[src/rtl/dvp_raw_crop_pkg.sv]
// Shared DVP definitions: default widths, sync polarities and the crop FSM encoding.
package dvp_raw_crop_pkg;

  // Default raw pixel width and coordinate/counter width.
  localparam int DVP_BITS = 8;
  localparam int DVP_CW   = 16;

  // Active levels of the DVP framing signals, shared with the input and colorbar blocks.
  localparam logic VSYNC_ACTIVE = 1'b1;
  localparam logic HREF_ACTIVE  = 1'b1;

  // Crop FSM states: wait for a frame start, then crop normally.
  localparam logic [0:0] ST_WAIT_SYNC = 1'b0;
  localparam logic [0:0] ST_ACTIVE    = 1'b1;

endpackage

[src/rtl/dvp_pos_counter.sv]
// Pixel position tracker for a DVP stream: detects vsync/href edges and
// produces the column and row of the pixel currently on the input.
// col and row are valid in the same cycle as the pixel they describe.
module dvp_pos_counter
  import dvp_raw_crop_pkg::*;
#(
  parameter int CW = DVP_CW
) (
  input  logic          clk,
  input  logic          reset,
  input  logic          i_href,
  input  logic          i_vsync,
  output logic          o_vs_rise,
  output logic [CW-1:0] o_col,
  output logic [CW-1:0] o_row
);

  logic          w_href;
  logic          w_vsync;
  logic          w_href_fall;
  logic          r_href_d;
  logic          r_vsync_d;
  logic [CW-1:0] r_col_nxt;
  logic [CW-1:0] r_row;

  assign w_href      = (i_href  == HREF_ACTIVE);
  assign w_vsync     = (i_vsync == VSYNC_ACTIVE);
  assign o_vs_rise   = w_vsync & ~r_vsync_d;
  assign w_href_fall = ~w_href & r_href_d;

  // The first href-high cycle of a line (previous cycle low) is always column 0,
  // so a line of unexpected length simply restarts at the next href rise.
  assign o_col = r_href_d ? r_col_nxt : '0;

  // A vsync rise clears the row immediately, so a line in flight continues as row 0.
  assign o_row = o_vs_rise ? '0 : r_row;

  // Edge-detect history and position counters.
  always_ff @(posedge clk) begin
    // NOTE: sequential state uses non-blocking assignments so every register
    // samples the pre-edge values, independent of statement order.
    if (reset) begin
      r_href_d  <= 1'b0;
      r_vsync_d <= 1'b0;
      r_col_nxt <= '0;
      r_row     <= '0;
    end else begin
      r_href_d  <= w_href;
      r_vsync_d <= w_vsync;
      if (w_href) begin
        r_col_nxt <= o_col + CW'(1);
      end
      if (o_vs_rise) begin
        r_row <= '0;
      end else if (w_href_fall) begin
        r_row <= r_row + CW'(1);
      end
    end
  end

endmodule

[src/rtl/dvp_raw_crop.sv]
// Crops a rectangular window out of a registered DVP raw stream while keeping
// DVP framing. Window geometry is shadowed at each vsync rise so it can be
// rewritten at any time without tearing. All outputs have one cycle of latency.
module dvp_raw_crop
  import dvp_raw_crop_pkg::*;
#(
  parameter int BITS = DVP_BITS,
  parameter int CW   = DVP_CW
) (
  input  logic            clk,
  input  logic            reset,
  input  logic            crop_en,
  input  logic [CW-1:0]   crop_x,
  input  logic [CW-1:0]   crop_y,
  input  logic [CW-1:0]   crop_w,
  input  logic [CW-1:0]   crop_h,
  input  logic            in_href,
  input  logic            in_vsync,
  input  logic [BITS-1:0] in_raw,
  output logic            out_href,
  output logic            out_vsync,
  output logic [BITS-1:0] out_raw,
  output logic            cfg_err
);

  // Position tracking.
  logic          w_vs_rise;
  logic [CW-1:0] w_col;
  logic [CW-1:0] w_row;

  // Normalised framing inputs.
  logic w_href;
  logic w_vsync;

  // Shadow configuration, latched once per frame.
  logic          r_en;
  logic [CW-1:0] r_x;
  logic [CW-1:0] r_y;
  logic [CW-1:0] r_w;
  logic [CW-1:0] r_h;
  logic          r_cfg_err;

  // FSM.
  logic [0:0] r_state;
  logic [0:0] w_state_nxt;

  // Window compare.
  logic [CW:0] w_x_end;
  logic [CW:0] w_y_end;
  logic        w_in_win;
  logic        w_pass;
  logic        w_href_out;

  // Output registers.
  logic            r_out_href;
  logic            r_out_vsync;
  logic [BITS-1:0] r_out_raw;

  assign w_href  = (in_href  == HREF_ACTIVE);
  assign w_vsync = (in_vsync == VSYNC_ACTIVE);

  dvp_pos_counter #(
    .CW (CW)
  ) u_pos (
    .clk       (clk),
    .reset     (reset),
    .i_href    (in_href),
    .i_vsync   (in_vsync),
    .o_vs_rise (w_vs_rise),
    .o_col     (w_col),
    .o_row     (w_row)
  );

  // Capture the window geometry and its validity at the start of each frame.
  always_ff @(posedge clk) begin
    if (reset) begin
      r_en      <= 1'b0;
      r_x       <= '0;
      r_y       <= '0;
      r_w       <= '0;
      r_h       <= '0;
      r_cfg_err <= 1'b0;
    end else if (w_vs_rise) begin
      r_en      <= crop_en;
      r_x       <= crop_x;
      r_y       <= crop_y;
      r_w       <= crop_w;
      r_h       <= crop_h;
      r_cfg_err <= (crop_w == '0) | (crop_h == '0);
    end
  end

  // Next-state logic: stay silent until a frame boundary has been seen.
  always_comb begin
    // NOTE: a default assignment on entry keeps every path assigned, so no latch is inferred.
    w_state_nxt = r_state;
    case (r_state)
      ST_WAIT_SYNC: if (w_vs_rise) w_state_nxt = ST_ACTIVE;
      ST_ACTIVE:    w_state_nxt = ST_ACTIVE;
      default:      w_state_nxt = ST_WAIT_SYNC;
    endcase
  end

  // State register; reset always drops back to waiting for a frame start.
  always_ff @(posedge clk) begin
    if (reset) begin
      r_state <= ST_WAIT_SYNC;
    end else begin
      r_state <= w_state_nxt;
    end
  end

  // Window ends are computed one bit wider so x+w and y+h never wrap.
  assign w_x_end  = {1'b0, r_x} + {1'b0, r_w};
  assign w_y_end  = {1'b0, r_y} + {1'b0, r_h};
  assign w_in_win = (w_col >= r_x) && ({1'b0, w_col} < w_x_end) &&
                    (w_row >= r_y) && ({1'b0, w_row} < w_y_end);

  // In crop mode an invalid (zero-sized) window suppresses the whole frame;
  // bypass forwards the stream unchanged regardless of the window settings.
  assign w_pass     = r_en ? (w_in_win & ~r_cfg_err) : 1'b1;
  assign w_href_out = (r_state == ST_ACTIVE) & w_href & w_pass;

  // Registered outputs; pixel data is forced to zero whenever href is low.
  always_ff @(posedge clk) begin
    if (reset) begin
      r_out_href  <= 1'b0;
      r_out_vsync <= 1'b0;
      r_out_raw   <= '0;
    end else begin
      r_out_vsync <= w_vsync;
      r_out_href  <= w_href_out;
      r_out_raw   <= w_href_out ? in_raw : '0;
    end
  end

  assign out_href  = r_out_href  ? HREF_ACTIVE  : ~HREF_ACTIVE;
  assign out_vsync = r_out_vsync ? VSYNC_ACTIVE : ~VSYNC_ACTIVE;
  assign out_raw   = r_out_raw;
  assign cfg_err   = r_cfg_err;

endmodule

[config.mk]
export PLATFORM = sky130hd
export DESIGN_NAME = dvp_raw_crop
export DESIGN_NICKNAME = d
export VERILOG_FILES = /design/src/rtl/dvp_raw_crop_pkg.sv /design/src/rtl/dvp_pos_counter.sv /design/src/rtl/dvp_raw_crop.sv
export SDC_FILE = /design/constraint.sdc
export NUM_CORES = 1
export LEC_CHECK = 0
export CAP_MARGIN = 20
export CORE_ASPECT_RATIO = 1.75
export CORE_UTILIZATION = 60
export CTS_CLUSTER_SIZE = 28
export DETAILED_ROUTE_END_ITERATION = 12
export PLACE_DENSITY = 0.85
export SLEW_MARGIN = 15
export SYNTH_ARGS = -nofsm -noshare
export SYNTH_HDL_FRONTEND = slang
export SYNTH_SLANG_ARGS = --single-unit
[constraint.sdc]
create_clock -name clk -period 7.19 [get_ports clk]
set_input_delay 0.719 -clock clk [delete_from_list [all_inputs] [get_ports clk]]
set_output_delay 0.719 -clock clk [all_outputs]
set_load 0.03 [all_outputs]
After elaboration in Yosys (flattened, before gate mapping)
Cells that the tools add are included.
{"block": "word_totals", "reg_bits": 110, "output_inout_bits": 11, "wordCells": 46, "in_bits": 77}
{"block": "op_classes", "order_cmp": 4, "n_bitwise": 11, "n_mux": 7, "n_addsub": 4, "n_reduce_logical": 7}
{"op": "adder 16 x 16 -> 17 bit", "n": 2}
{"op": "< comparator 16 x 17 -> 1 bit", "n": 2}
{"op": "adder 16 x 1 -> 16 bit (second input constant)", "n": 2}
{"op": "greater-or-equal comparator 16 bit", "n": 2}
{"op": "zero test 16 bit", "n": 2}
{"op": "2-to-1 mux 16 bit", "n": 2}
{"op": "bitwise AND 1 bit", "n": 5}
{"op": "inverter 1 bit", "n": 5}
{"op": "2-to-1 mux 1 bit", "n": 4}
{"op": "OR reduction 2 bit", "n": 2}
{"op": "logical AND 1 bit", "n": 3}
{"op": "case mux 1 bit (2 select lines)", "n": 1}
{"op": "OR 1 bit", "n": 1}

Logic depth before layout (Yosys ltp)
Gate-level depths: netlist (run 1).
{"block": "depth", "ltp_word": 11, "depth_mapped": 18, "ltp_nobuf": 17}

By module
From an unflattened synthesis (run 1), not the netlist that was laid out.
{"block": "unflattened", "cells_unflattened": 870, "hier_area_um2": 7437.1}
{"mod": "dvp_raw_crop", "seq_area_each_um2": 1541.5, "cells_per_inst": 636, "n_inst": 1, "area_per_inst_um2": 5617.9}
{"mod": "dvp_pos_counter", "seq_area_each_um2": 680.7, "cells_per_inst": 234, "n_inst": 1, "area_per_inst_um2": 1819.2}

Worst setup path before layout (run 1)
OpenSTA, ideal clock, no wires.
{"block": "synth_path", "path_kind": "reg2reg", "start": "reg r_x[0]", "end": "reg r_out_raw[0] (netlist: out_raw[0])", "n_path_buf": 0, "stages_incl_launch_ff": 18, "period_less_slack_ps": 3368, "setup_ps": 139, "path_slack_ps": 3822, "required_time_ps": 7051, "t_arrival_ps": 3230, "path_cell_list": "dfxtp_1 ha_1 fa_1 a211o_1 nand2_1 a21oi_1 a21oi_1 nor2b_1 o21ai_0 a221o_1 ha_1 nand2_1 nor2_1 nand2_1 nor3_1 a211oi_2 o311ai_4 nor3b_2"}
{"block": "synth_via", "elab_chain_len": 10, "elab_cells_between_ends": 11, "cone_classes": "add/sub: 1; order compare: 2; mux: 1; bitwise: 3; reduce/logical: 4"}
{"item": "start, declared", "line": "dvp_raw_crop.sv:37", "rtl": "logic [CW-1:0] r_x;"}
{"item": "start signal, assigned", "line": "dvp_raw_crop.sv:85", "rtl": "r_x <= crop_x;"}
{"item": "adder 16 x 16 -> 17 bit", "line": "dvp_raw_crop.sv:114", "rtl": "assign w_x_end = {1'b0, r_x} + {1'b0, r_w};"}
{"item": "< comparator 16 x 17 -> 1 bit", "line": "dvp_raw_crop.sv:116", "rtl": "assign w_in_win = (w_col >= r_x) && ({1'b0, w_col} < w_x_end) &&"}
{"item": "logical AND 1 bit (*) (2 in a row)", "line": "dvp_raw_crop.sv:116"}
{"item": "logical AND 1 bit (*)", "line": "dvp_raw_crop.sv:117", "rtl": "(w_row >= r_y) && ({1'b0, w_row} < w_y_end);"}
{"item": "bitwise AND 1 bit (*)", "line": "dvp_raw_crop.sv:121", "rtl": "assign w_pass = r_en ? (w_in_win & ~r_cfg_err) : 1'b1;"}
{"item": "2-to-1 mux 1 bit (*)", "line": "dvp_raw_crop.sv:121"}
{"item": "bitwise AND 1 bit (*)", "line": "dvp_raw_crop.sv:122", "rtl": "assign w_href_out = (r_state == ST_ACTIVE) & w_href & w_pass;"}
{"item": "inverter 1 bit (no source line) (*)"}
{"item": "OR reduction 2 bit (no source line) (*)"}
{"item": "end signal, assigned", "line": "dvp_raw_crop.sv:133", "rtl": "r_out_raw <= w_href_out ? in_raw : '0;"}
{"item": "end, declared", "line": "dvp_raw_crop.sv:57", "rtl": "logic [BITS-1:0] r_out_raw;"}
Mark *: on every way between the ends. The rest lies on a longest branch, timed or not.
A chain may end at the register's enable or synchronous reset.

Worst setup path after layout (run 1)
{"block": "layout_path", "start": "reg r_x[1]", "end": "reg r_out_raw[1] (netlist: out_raw[1])"}
The elaborated chain is that of the path after synthesis.

==> summary.txt, run 1 <==
Status - complete, but fails checks
Failing checks - design-rule violations
Root Buffer - clkbuf_16
Seq/Total Area, Yosys - 31.0%
Async set or reset register ratio after synthesis - 0%
Number of port buffers - 87
Top Layer Used - met4
Syn Nets - 1072
Minimum clock period - 4.10 ns
Hpwl dp - 13.5 mm
DRT Pass-1 Iters - 9
Slew HR - 40.5%
Syn_area_per_cell - 7.92 um^2
Final setup viols - 0
Resized Gates After CTS - 0
Pin count of the biggest net entering global routing - 87
Final ANT Viol Nets - 0
Cell with the most instances after synthesis - nand2_1
Die Span Y - 146 um
Diode count - 0
Cell area power density - 167 nW/um^2
Share of cells above drive strength 1 - 4.44%
Post-layout util - 71.8%
Clk sink count - 110
Die X - 84.3 um
Critical Path RT - 7.48 ns
Max Slew Vio Count - 0
DR vias - 6484
Initial antenna violation count - 0
Met3 wire len - 379 um
Clock transition at the registers of the reported paths - 0.07 ns
Kind of critical path - reg2reg
Die Area - 12300 um^2
Total CTS buffers - 9
Worst Skew - 0.0121 ns
Max VDD drop - 0.125 mV
R2r startpoint - r_x[1]$_SDFFE_PP0P_
Hold path start - r_w[8]$_SDFFE_PP0P_
Setup Buffers After CTS - 0
Mapped cell area - 7110 um^2
Hold Path Class - reg2reg
Post-DR vias/cell - 5.87
Post-synth EDFFs - 0
Wire length per cell - 16.0 um
Overall routing resource usage - 29.8%
Crit path max fanout - 9
Cells after DPL - 1088
Dpl cell area - 8040 um^2
Crit. End Element - flop
Initial DRC count - 301
Worst slew pin tran - 0.893 ns
Syn. warnings - 0
Clock Tree Buf Depth - 2
Synth area leaders - dfxtp_1, ha_1, nand2_1
Leakage - 0.00345 uW
Worst Setup SP - r_x[1]$_SDFFE_PP0P_
Post-Syn Instances - 897
# DRC - 8
Hold Fails Final Rpt - 0
Yosys top cell by area - dfxtp_1
Vias in the first global route - 6493
Critical Path AT - 4.38 ns
FP Rows - 52
Yosys reg bits - 110
Distinct cells, synth - 61
Area growth from synthesis to layout - 17.0%
TritonCTS clock tree - built
Period utilisation layout - 57.0%
Most used DFF post-synth - dfxtp_1
CTS H-tree lvls - 3
First-pass GRT wire length - 29.3 mm
Non-filler cells, final - 1104
Nets - 1139
Worst skew pair latency - 0.36 ns
Num ports - 88
Placer congestion estimate - 0.924
RSZ-0062 raised after global routing - false
Max cap viols - 0
Fmax - 0.244 GHz
Detail Route met2 WL - 9.67 mm
Final wirelength - 17.7 mm
Total global routing overflow - 0
Worst Hold Slack - 0.464 ns
Synth top area share - 31.0%
Finished Cell Area - 8320 um^2
Hold_buf cts - 0
Met1 WL - 6.74 mm
Synth cell count leaders - nand2_1, dfxtp_1, a21oi_1
Starting Density - 61.4%
CORE AREA - 11600 um^2
Setup crit start kind - flop
Sum Neg Setup Slack - 0 ns
-- through the flow --
step / total power (uW) / setup slack [ns]
after floorplan: 815 / 3.82
after global routing: 1440 / 2.85
final: 1390 / 3.09
after global placement: 902 / 2.94
after detailed placement: 908 / 2.88
after CTS: 1390 / 3.18
-- flip-flops by register name, indices dropped and copies added (netlist names) --
name / cells
r_h: 16
r_w: 16
r_x: 16
r_y: 16
u_pos.r_col_nxt: 16
u_pos.r_row: 16
out_raw: 8
cfg_err: 1
r_en: 1
r_out_href: 1
r_state: 1
u_pos.r_href_d: 1
u_pos.r_vsync_d: 1
-- power by group --
part / switching [uW] / internal [uW]
combinational: 132 / 113
sequential: 20.2 / 632
clock: 247 / 242
-- worst paths after layout --
check                                              to  slack (ns)  cells after the start
worst max-delay path            out_raw[1]$_SDFF_PP0_        3.09                     14
worst min-delay path              r_w[8]$_SDFFE_PP0P_        0.46                      2
worst max register to register  out_raw[1]$_SDFF_PP0_        3.09                     14
worst min register to register    r_w[8]$_SDFFE_PP0P_        0.46                      2
-- per-layer routing --
layer	global-route usage (%)	up-vias
met5	0	-
met4	18.3	0
met3	2.67	58
met2	57.5	136
met1	30.2	3071
li1	-	3219
-- worst max-delay path, stage by stage (launching register included) --
cell and delay (ns):
dfxtp_1 0.41, ha_1 0.27, a21oi_1 0.19, nor2b_1 0.09
o31ai_1 0.37, a21oi_1 0.27, xnor2_1 0.19, ha_1 0.32
a21oi_1 0.15, nand2_1 0.10, a2111oi_0 0.76, nor3_1 0.13
a211oi_2 0.32, o311ai_4 0.25, nor3b_2 0.21
-- layout by cell type, fill, tap and decap left out, types with 4 or more instances in the layout --
| master | netlist | routed |
|---|---|---|
| xnor2_1 | 21 | 21 |
| a211oi_1 | 9 | 9 |
| dfxtp_1 | 110 | 110 |
| nor3_1 | 6 | 6 |
| clkbuf_16 | 0 | 9 |
| nand4_1 | 16 | 16 |
| a211o_1 | 5 | 5 |
| clkdlybuf4s50_1 | 0 | 86 |
| inv_1 | 43 | 43 |
| o21ai_0 | 21 | 21 |
| nor2b_1 | 9 | 8 |
| nor4_1 | 9 | 9 |
| nand2b_1 | 11 | 10 |
| o211ai_1 | 5 | 5 |
| a21o_1 | 7 | 7 |
| nor3b_2 | 8 | 8 |
| ha_1 | 96 | 96 |
| nor2_1 | 61 | 61 |
| and3_1 | 7 | 7 |
| nand2_1 | 186 | 186 |
| xor2_1 | 25 | 25 |
| and2_1 | 30 | 30 |
| o21ai_1 | 5 | 5 |
| or3_1 | 4 | 4 |
| a21oi_1 | 104 | 104 |
| nand3_1 | 17 | 17 |
-- cell families after synthesis --
| family | after synthesis | share of synthesized area (%) |
|---|---|---|
| flops | 110 | 31.0 |
| mux | 3 | 0.440 |
| compound gates | 186 | 16.0 |
| xor+xnor | 46 | 5.67 |
| simple gates | 377 | 25.2 |
| buf+inv | 77 | 4.21 |
| fa+ha+maj | 98 | 17.5 |
-- area by class of cell --
class | instances | area, um^2
Multi-Input combinational cell | 710 | 4620
Fill cell | 924 | 3260
Tap cell | 135 | 169
Sequential cell | 110 | 2200
Timing Repair Buffer | 90 | 888
Inverter | 43 | 161
Clock inverter | 6 | 51.3
Clock buffer | 10 | 229
Power figures use the tool's default switching activity.
==> inputs of run 2 (changes only) <==
--- a/config.mk
+++ b/config.mk
@@ -7,10 +7,10 @@
 export LEC_CHECK = 0
 export CAP_MARGIN = 20
 export CORE_ASPECT_RATIO = 1.75
-export CORE_UTILIZATION = 60
+export CORE_UTILIZATION = 51
 export CTS_CLUSTER_SIZE = 28
 export DETAILED_ROUTE_END_ITERATION = 12
-export PLACE_DENSITY = 0.85
+export PLACE_DENSITY = 0.77
 export SLEW_MARGIN = 15
 export SYNTH_ARGS = -nofsm -noshare
 export SYNTH_HDL_FRONTEND = slang
==> constraint.sdc (replaced) <==
create_clock -name clk -period 3.7 [get_ports clk]
set_input_delay 0.37 -clock clk [delete_from_list [all_inputs] [get_ports clk]]
set_output_delay 0.37 -clock clk [all_outputs]
set_load 0.03 [all_outputs]
==> run 2 against run 1 <==
Against the previous run: the flow now finishes without violations; global-route usage is 4.5 points lower; core utilization is 8.0 points lower; highest routed layer unchanged; sequential cell count stayed put; largest cell class unchanged; sequential power is 94% higher.
==> summary.txt, run 2 (same netlist as run 1, synthesis figures left out) <==
Clock share of power - 36.0%
Finished Cell Area - 8620 um^2
Clock Tree Buf Depth - 2
Worst skew pair latency - 0.36 ns
Critical Path RT - 3.99 ns
Overall routing resource usage - 25.4%
DRT Pass-1 Iters - 4
Final setup viols - 0
Leakage - 0.00353 uW
First-pass GRT wire length - 29.0 mm
Die X - 91.2 um
Crit path max fanout - 9
Die Span Y - 158 um
Minimum clock period - 3.66 ns
Pwr Total - 2770 uW
Cell area power density - 321 nW/um^2
Worst R2R Path Depth - 18
Status - finished clean
Kind of critical path - reg2reg
Hold Path End - r_w[6]$_SDFFE_PP0P_
Worst R2R Setup Slack - 0.04 ns
# DRC - 0
Pin count of the biggest net entering global routing - 57
Fill cells - 1187
FP Rows - 56
Setup crit start kind - flop
Max cap viols - 0
Initial antenna violation count - 0
Max VDD drop - 0.180 mV
Hold Fails Final Rpt - 0
Clk sink count - 110
Final wirelength - 17.9 mm
Clock transition at the registers of the reported paths - 0.09 ns
Psw - 813 uW
TritonCTS clock tree - built
Fmax - 0.273 GHz
Max Slew Vio Count - 0
Critical R2R Capture - out_raw[6]$_SDFF_PP0_
Hold path start - r_w[6]$_SDFFE_PP0P_
Internal power - 1950 uW
Num ports - 88
Post-DR vias/cell - 5.61
Final ANT Viol Nets - 0
Number of port buffers - 87
Wire length per cell - 15.5 um
Total global routing overflow - 0
Combinational power share - 18.1%
Setup WS post-layout - 0.0365 ns
Critical Path AT - 3.96 ns
Crit. End Element - flop
Initial DRC count - 164
Area growth from synthesis to layout - 21.4%
RSZ-0062 raised after global routing - true
Hold Path Class - reg2reg
Dpl cell area - 8190 um^2
Total CTS buffers - 9
Nets - 1151
CTS H-tree lvls - 3
Hpwl dp - 13.9 mm
Starting Density - 52.6%
Worst Skew - 0.0127 ns
Diode count - 0
Root Buffer - clkbuf_16
Flop pwr share - 45.9%
Placer congestion estimate - 0.917
Period utilisation layout - 99.0%
Leading cell type in the layout, fill and taps excluded - nand2_1
Slew HR - 50.4%
Share of cells above drive strength 1 - 7.85%
CORE AREA - 13500 um^2
Switching share of power - 29.4%
DR vias - 6477
Die Area - 14400 um^2
R2r startpoint - r_h[0]$_SDFFE_PP0P_
Pre-CTS setup slack - 0.00131 ns
Cells on Worst Hold Path - 2
Vias in the first global route - 6441
Commonest non-fill, non-tap cells in the layout - nand2_1, dfxtp_1, a21oi_1
Worst slew pin tran - 0.726 ns
[run 2: cell count changes in the layout (fill, tap and decap cells not counted), sizes merged]
cell and delta:
buf +12, clkbuf -1, clkinv +2, inv -1
[run 2: layout make-up]
class	instances	area, um^2	area share [%]
Multi-Input combinational cell	710	4720	54.8
Sequential cell	110	2200	25.6
Timing Repair Buffer	102	1010	11.7
Clock buffer	9	225	2.61
Tap cell	174	218	2.52
Inverter	43	161	1.87
Clock inverter	7	83.8	0.972
[run 2: power by group through the flow]
| stage | combinational [uW] | sequential (uW) | clock (uW) |
|---|---|---|---|
| after global routing | 556 | 1280 | 1060 |
| after global placement | 473 | 1300 | 0 |
| after detailed placement | 481 | 1300 | 0 |
| after floorplan | 296 | 1290 | 0 |
| after CTS | 487 | 1270 | 1010 |
| final | 499 | 1270 | 996 |
[run 2: timing repair]
item                                    CTS  global route
resized for setup                         1            26
hold buffers                              0             0
endpoints found under the setup margin    8             9
pin swaps                                 0            13
setup buffers                             0             2
[run 2: worst max-delay path by stage]
stage | from | end | slack, ns
5_1_grt | r_y[1]$_SDFFE_PP0P_ | out_raw[6]$_SDFF_PP0_ | -0.1
3_5_place_dp | r_y[0]$_SDFFE_PP0P_ | out_raw[6]$_SDFF_PP0_ | 0.001
6_report | r_h[0]$_SDFFE_PP0P_ | out_raw[6]$_SDFF_PP0_ | 0.04
4_1_cts | r_y[0]$_SDFFE_PP0P_ | out_raw[6]$_SDFF_PP0_ | 0.04
3_3_place_gp | r_y[0]$_SDFFE_PP0P_ | out_raw[4]$_SDFF_PP0_ | 0.14
2_1_floorplan | r_x[0]$_SDFFE_PP0P_ | out_raw[0]$_SDFF_PP0_ | 0.33
[run 2: through the flow]
| stage | TNS [ns] | hold slack (ns) | std cells | util (%) |
|---|---|---|---|---|
| after global placement | 0 | 0.448 | 1137 | 60.5 |
| after detailed placement | 0 | 0.452 | 1137 | 60.5 |
| after floorplan | 0 | 0.440 | 897 | - |
| final | 0 | 0.462 | 1155 | 63.8 |
| after global routing | -0.597 | 0.483 | 1155 | 63.8 |
| after CTS | 0 | 0.462 | 1153 | 62.9 |
[run 2: worst max-delay path: stages (launching register included)]
cell	delay, ns
dfxtp_2	0.35
ha_4	0.16
inv_2	0.05
fa_2	0.21
nor2b_2	0.05
o31a_1	0.36
o2111ai_2	0.27
nand3b_4	0.13
buf_6	0.14
xnor2_2	0.12
ha_1	0.32
a211o_1	0.26
o211ai_1	0.10
a21oi_1	0.11
nor3_2	0.25
a211oi_2	0.11
o31a_1	0.28
buf_12	0.16
nor3b_2	0.16
[run 2: metal layers]
metal  GRT usage (%)  vias up  part of all wire, %
met4            13.3        0                  4.7
met1            24.3     3024                   37
met2            51.3      142                   56
li1                -     3247                    -
met5               0        -                    0
met3            3.60       64                  2.7
==> inputs of run 3 (changes only) <==
--- a/config.mk
+++ b/config.mk
@@ -15,3 +15,4 @@
 export SYNTH_ARGS = -nofsm -noshare
 export SYNTH_HDL_FRONTEND = slang
 export SYNTH_SLANG_ARGS = --single-unit
+export TNS_END_PERCENT = 1
==> run 3 against run 2 <==
Against the previous run: clock power hardly changed; core utilization stayed put; critical endpoint unchanged; sequential cell count stayed put; power hardly changed; critical path type unchanged; fmax is 0.15% lower; global-route usage stayed put; register-to-register slack hardly changed.
==> summary.txt, run 3 (same netlist as run 1, synthesis figures left out) <==
CORE AREA - 13500 um^2
Worst Skew - 0.0131 ns
Critical Path RT - 3.99 ns
Minimum clock period - 3.67 ns
Leakage - 0.00353 uW
Crit path max-delay cell type - o31a_1
Starting Density - 52.6%
Hold Path Class - reg2reg
Die X - 91.2 um
Period utilisation layout - 99.2%
Wire length per cell - 15.5 um
Placer congestion estimate - 0.917
TritonCTS clock tree - built
Setup crit start kind - flop
RSZ-0062 raised after global routing - true
CP dominant cell by count - o31a_1
Worst Hold Slack - 0.462 ns
Crit. End Element - flop
DRT Pass-1 Iters - 4
Clock transition at the registers of the reported paths - 0.09 ns
Buffer and inverter count on the worst path - 3
Critical Path AT - 3.96 ns
Nets - 1151
Worst skew pair latency - 0.36 ns
Vias in the first global route - 6441
Root Buffer - clkbuf_16
Final wirelength - 17.9 mm
Slew HR - 49.9%
Worst path max stage delay - 0.36 ns
Fmax - 0.273 GHz
Max VDD drop - 0.180 mV
# DRC - 0
Total global routing overflow - 0
Clock Tree Buf Depth - 2
Total CTS buffers - 9
Footprint of the multi-input gates - 4720 um^2
CTS H-tree lvls - 3
Initial antenna violation count - 0
Routing usage on met2 - 51.3%
Kind of critical path - reg2reg
Num ports - 88
First-pass GRT wire length - 29.0 mm
Met1 usage - 24.3%
Post-DR vias/cell - 5.60
Max Slew Vio Count - 0
Pin count of the biggest net entering global routing - 57
FP Rows - 56
Diode count - 0
Crit path max fanout - 9
Hpwl dp - 13.9 mm
Cells after DPL - 1137
Die Span Y - 158 um
Overall routing resource usage - 25.4%
Commonest non-fill, non-tap cells in the layout - nand2_1, dfxtp_1, a21oi_1
Cell area power density - 321 nW/um^2
Status - finished clean
Non-filler cells, final - 1155
Number of port buffers - 87
Reg area - 2200 um^2
Met3 usage - 3.60%
Max cap viols - 0
Final setup viols - 0
Pwr Total - 2770 uW
Area growth from synthesis to layout - 21.4%
Die Area - 14400 um^2
CP Cell Sequence - ha_4 > inv_2 > fa_2 > nor2b_2 > o31a_1 > o2111ai_2 > nand3b_4 > buf_6 > xnor2_2 > ha_1 > a211o_1 > o211ai_1 > a21oi_1 > nor3_2 > a211oi_2 > o31a_1 > buf_12 > nor3b_2
Global routing's busiest layer - met2
Share of cells above drive strength 1 - 7.85%
DR vias - 6469
Fill cells - 1187
Hold Fails Final Rpt - 0
Clk sink count - 110
Initial DRC count - 181
Worst slew pin tran - 0.733 ns
Hold_buf cts - 0
CP top delay family - compound AO/OA/AOI/OAI gates
Leading cell type in the layout, fill and taps excluded - nand2_1
Final ANT Viol Nets - 0
[run 3: cell counts in the layout (fill, tap and decap cells not counted)]
Identical to the previous run, type by type.
[run 3: report_power, final]
part | leakage, uW | switching, uW | internal, uW | total [uW]
Clock | 0.000151 | 510 | 486 | 996
Combinational | 0.00248 | 262 | 238 | 500
Sequential | 0.000899 | 41.1 | 1230 | 1270
[run 3: metal layers]
metal,part of all wire (%),vias to the layer above
met4,4.7,0
met2,56,136
met3,2.4,64
met5,0,-
met1,37,3023
li1,-,3246
[run 3: path summary, 6_finish.rpt]
path / from / endpoint / slack, ns / cells past startpoint
hold reg to reg: r_w[6]$_SDFFE_PP0P_ / r_w[6]$_SDFFE_PP0P_ / 0.46 / 2
hold / removal: r_w[6]$_SDFFE_PP0P_ / r_w[6]$_SDFFE_PP0P_ / 0.46 / 2
setup / recovery: r_h[0]$_SDFFE_PP0P_ / out_raw[6]$_SDFF_PP0_ / 0.03 / 18
setup reg to reg: r_h[0]$_SDFFE_PP0P_ / out_raw[6]$_SDFF_PP0_ / 0.03 / 18
[run 3: tightest hold or removal path: cells and delay by family, from the launching register on]
kind	cells	cell delay [ns]
AOI/OAI and AO/OA	1	0.05
and+or+nand+nor	1	0.05
DFF	1	0.32
[run 3: final cells by class]
| cell class | count | share of cell area (%) |
|---|---|---|
| Tap cell | 174 | 2.52 |
| Clock inverter | 7 | 0.972 |
| Clock buffer | 9 | 2.61 |
| Multi-Input combinational cell | 710 | 54.8 |
| Timing Repair Buffer | 102 | 11.7 |
| Inverter | 43 | 1.87 |
| Sequential cell | 110 | 25.6 |
[run 3: timing repair]
item                                   4_1_cts  5_1_grt
pin swaps                                    0       13
resized for setup                            1       26
setup buffers                                0        2
setup endpoints to repair                    8        9
endpoints found under the hold margin        0        0
[run 3: through the flow]
stage               setup WS (ns)  setup TNS (ns)  area (um^2)  utilization (%)
floorplan                   0.332               0         7110                -
global placement            0.140               0         8190             60.5
detailed placement        0.00131               0         8190             60.5
CTS                        0.0361               0         8500             62.9
global route              -0.0966          -0.597         8620             63.8
finish                     0.0311               0         8620             63.8
==> RTL change (config.mk and constraints of run 3) <==
Add an input register stage for `crop_y`, without a reset; this delays it by one clock. The other inputs are not delayed to match.
--- a/src/rtl/dvp_raw_crop.sv
+++ b/src/rtl/dvp_raw_crop.sv
@@ -24,2 +24,8 @@
 );
+
+  logic [CW-1:0] crop_y_q;
+
+  always_ff @(posedge clk) begin
+    crop_y_q <= crop_y;
+  end
 
@@ -85,3 +91,3 @@
       r_x       <= crop_x;
-      r_y       <= crop_y;
+      r_y       <= crop_y_q;
       r_w       <= crop_w;
Formal check against the unedited RTL: not equivalent (Yosys sat finds a counterexample within 4 cycles, from zero or initial values and one cycle with reset high).
==> RTL change against run 3 <==
The flow now finishes with violations (setup timing). Final area up 8.0%. Sequential cell count grew 16. Power increased by 32%. Final cell count rose by 3.9%. Worst setup slack got worse by 210 ps. Area after synthesis rose by 3.7%. Sequential share of layout area is 1.6 points higher. Routed wire length up 4.3%. Critical endpoint is now out_raw[7].
==> RTL change: results (changes against run 3) <==
- CTS buffer count: 17 (was 9)
- DR iter-0 viols: 239 (was 181)
- First-pass GRT wire length: 30600 µm (was 29000 µm)
- Final WS setup: -177 ps (was 31.1 ps)
- Layout Skew: 7.71 ps (was 13.1 ps)
- Wire per inst: 15.6 µm (was 15.5 µm)
- Area of the multi-input gates: 4650 µm² (was 4720 µm²)
- Non-clock buffer count: 124 (was 102)
- CTS H-tree lvls: 4 (was 3)
- Crit path max fanout: 5 (was 9)
- Sequential portion of the cell area: 0.271 (was 0.256)
- Overall Power: 0.00366 W (was 0.00277 W)
- Worst Hold Launch: crop_y[5] (was r_w[6])
- Yosys top cell area share: 0.342 (was 0.310)
- Status: finished, violations left (was finished clean)
- Cell Area, Placed: 8600 µm² (was 8190 µm²)
- Buffer share of cell area: 0.123 (was 0.117)
- Post-CTS Setup Bufs: 1 (was 0)
- Final GP Congestion: 0.903 (was 0.917)
- Crit path launch: r_x[1] (was r_h[0])
- Post-cts sizing count: 14 (was 1)
- Vias in the first global route: 6894 (was 6441)
- Share of cells above drive strength 1: 0.102 (was 0.0785)
- Count of multi-input gates: 696 (was 710)
- Total GRT Usage: 0.258 (was 0.254)
- Commonest cells in the netlist: 166 x nand2_1, 126 x dfxtp_1, 100 x a21oi_1 (was 186 x nand2_1, 110 x dfxtp_1, 104 x a21oi_1)
- Int Pwr: 0.00268 W (was 0.00195 W)
- Clk sinks: 126 (was 110)
- CP Data Arrival Time: 4240 ps (was 3960 ps)
- Worst Hold Slack: 390 ps (was 462 ps)
- # setup viols final: 9 (was 0)
- Leakage: 3.93 nW (was 3.53 nW)
- DPL Wire Length: 13600 µm (was 13900 µm)
- Setup TNS Final: -1290 ps (was 0 ps)
- Slew headroom: 0.528 (was 0.499)
- Clock Power Share: 0.461 (was 0.360)
- Via count: 6710 (was 6469)
- Fillers: 1179 (was 1187)
- Pre-CTS WS: -323 ps (was 1.31 ps)
- Cell variety after synth: 59 (was 61)
- R2R depth: 16 (was 18)
- Worst vdd ir: 0.000268 V (was 0.000180 V)
- Area contributors post-synth: dfxtp_1 34%, ha_1 16%, nand2_1 8.5%, a21oi_1 6.8%, and2_1 3.4% (was dfxtp_1 31%, ha_1 17%, nand2_1 9.8%, a21oi_1 7.3%, nor2_1 3.2%)
- Clock-cell share of area: 0.0644 (was 0.0358)
- Skew-Pair Late Insertion Delay: 420 ps (was 360 ps)
- Failing checks: setup timing
- Signal inverters: 45 (was 43)
- Reg2reg end: out_raw[7] (was out_raw[6])
- Worst min path class: primary input to flop (was flop to flop)
- Register area share after synthesis: 0.342 (was 0.310)
[RTL change: cell types whose count changed after synthesis, sizes merged, moves of 5 or more]
cell,run 3,this run
and2,30,40
a21oi,106,101
dfxtp,110,126
a21o,8,20
a31oi,0,6
o21a,2,7
nor2,61,54
nor3b,9,0
nand2,186,166
[RTL change: logic make-up (layout without fill, tap and decap cells)]
logic type / Yosys count / after routing / synth area share
fa+ha+maj: 98 / 98 / 0.168
xor+xnor: 48 / 48 / 0.0571
flops: 126 / 126 / 0.342
mux: 3 / 3 / 0.00425
simple gates: 349 / 349 / 0.221
buf+inv: 76 / 201 / 0.0387
compound gates: 197 / 198 / 0.168
[RTL change: routing by layer]
layer	global-route usage	up-vias	part of all wire	wire, µm
li1	-	3332	-	-
met1	0.248	3180	0.36	6820
met2	0.511	141	0.57	10600
met3	0.0395	57	0.025	463
met4	0.129	0	0.043	805
met5	0	-	0	0
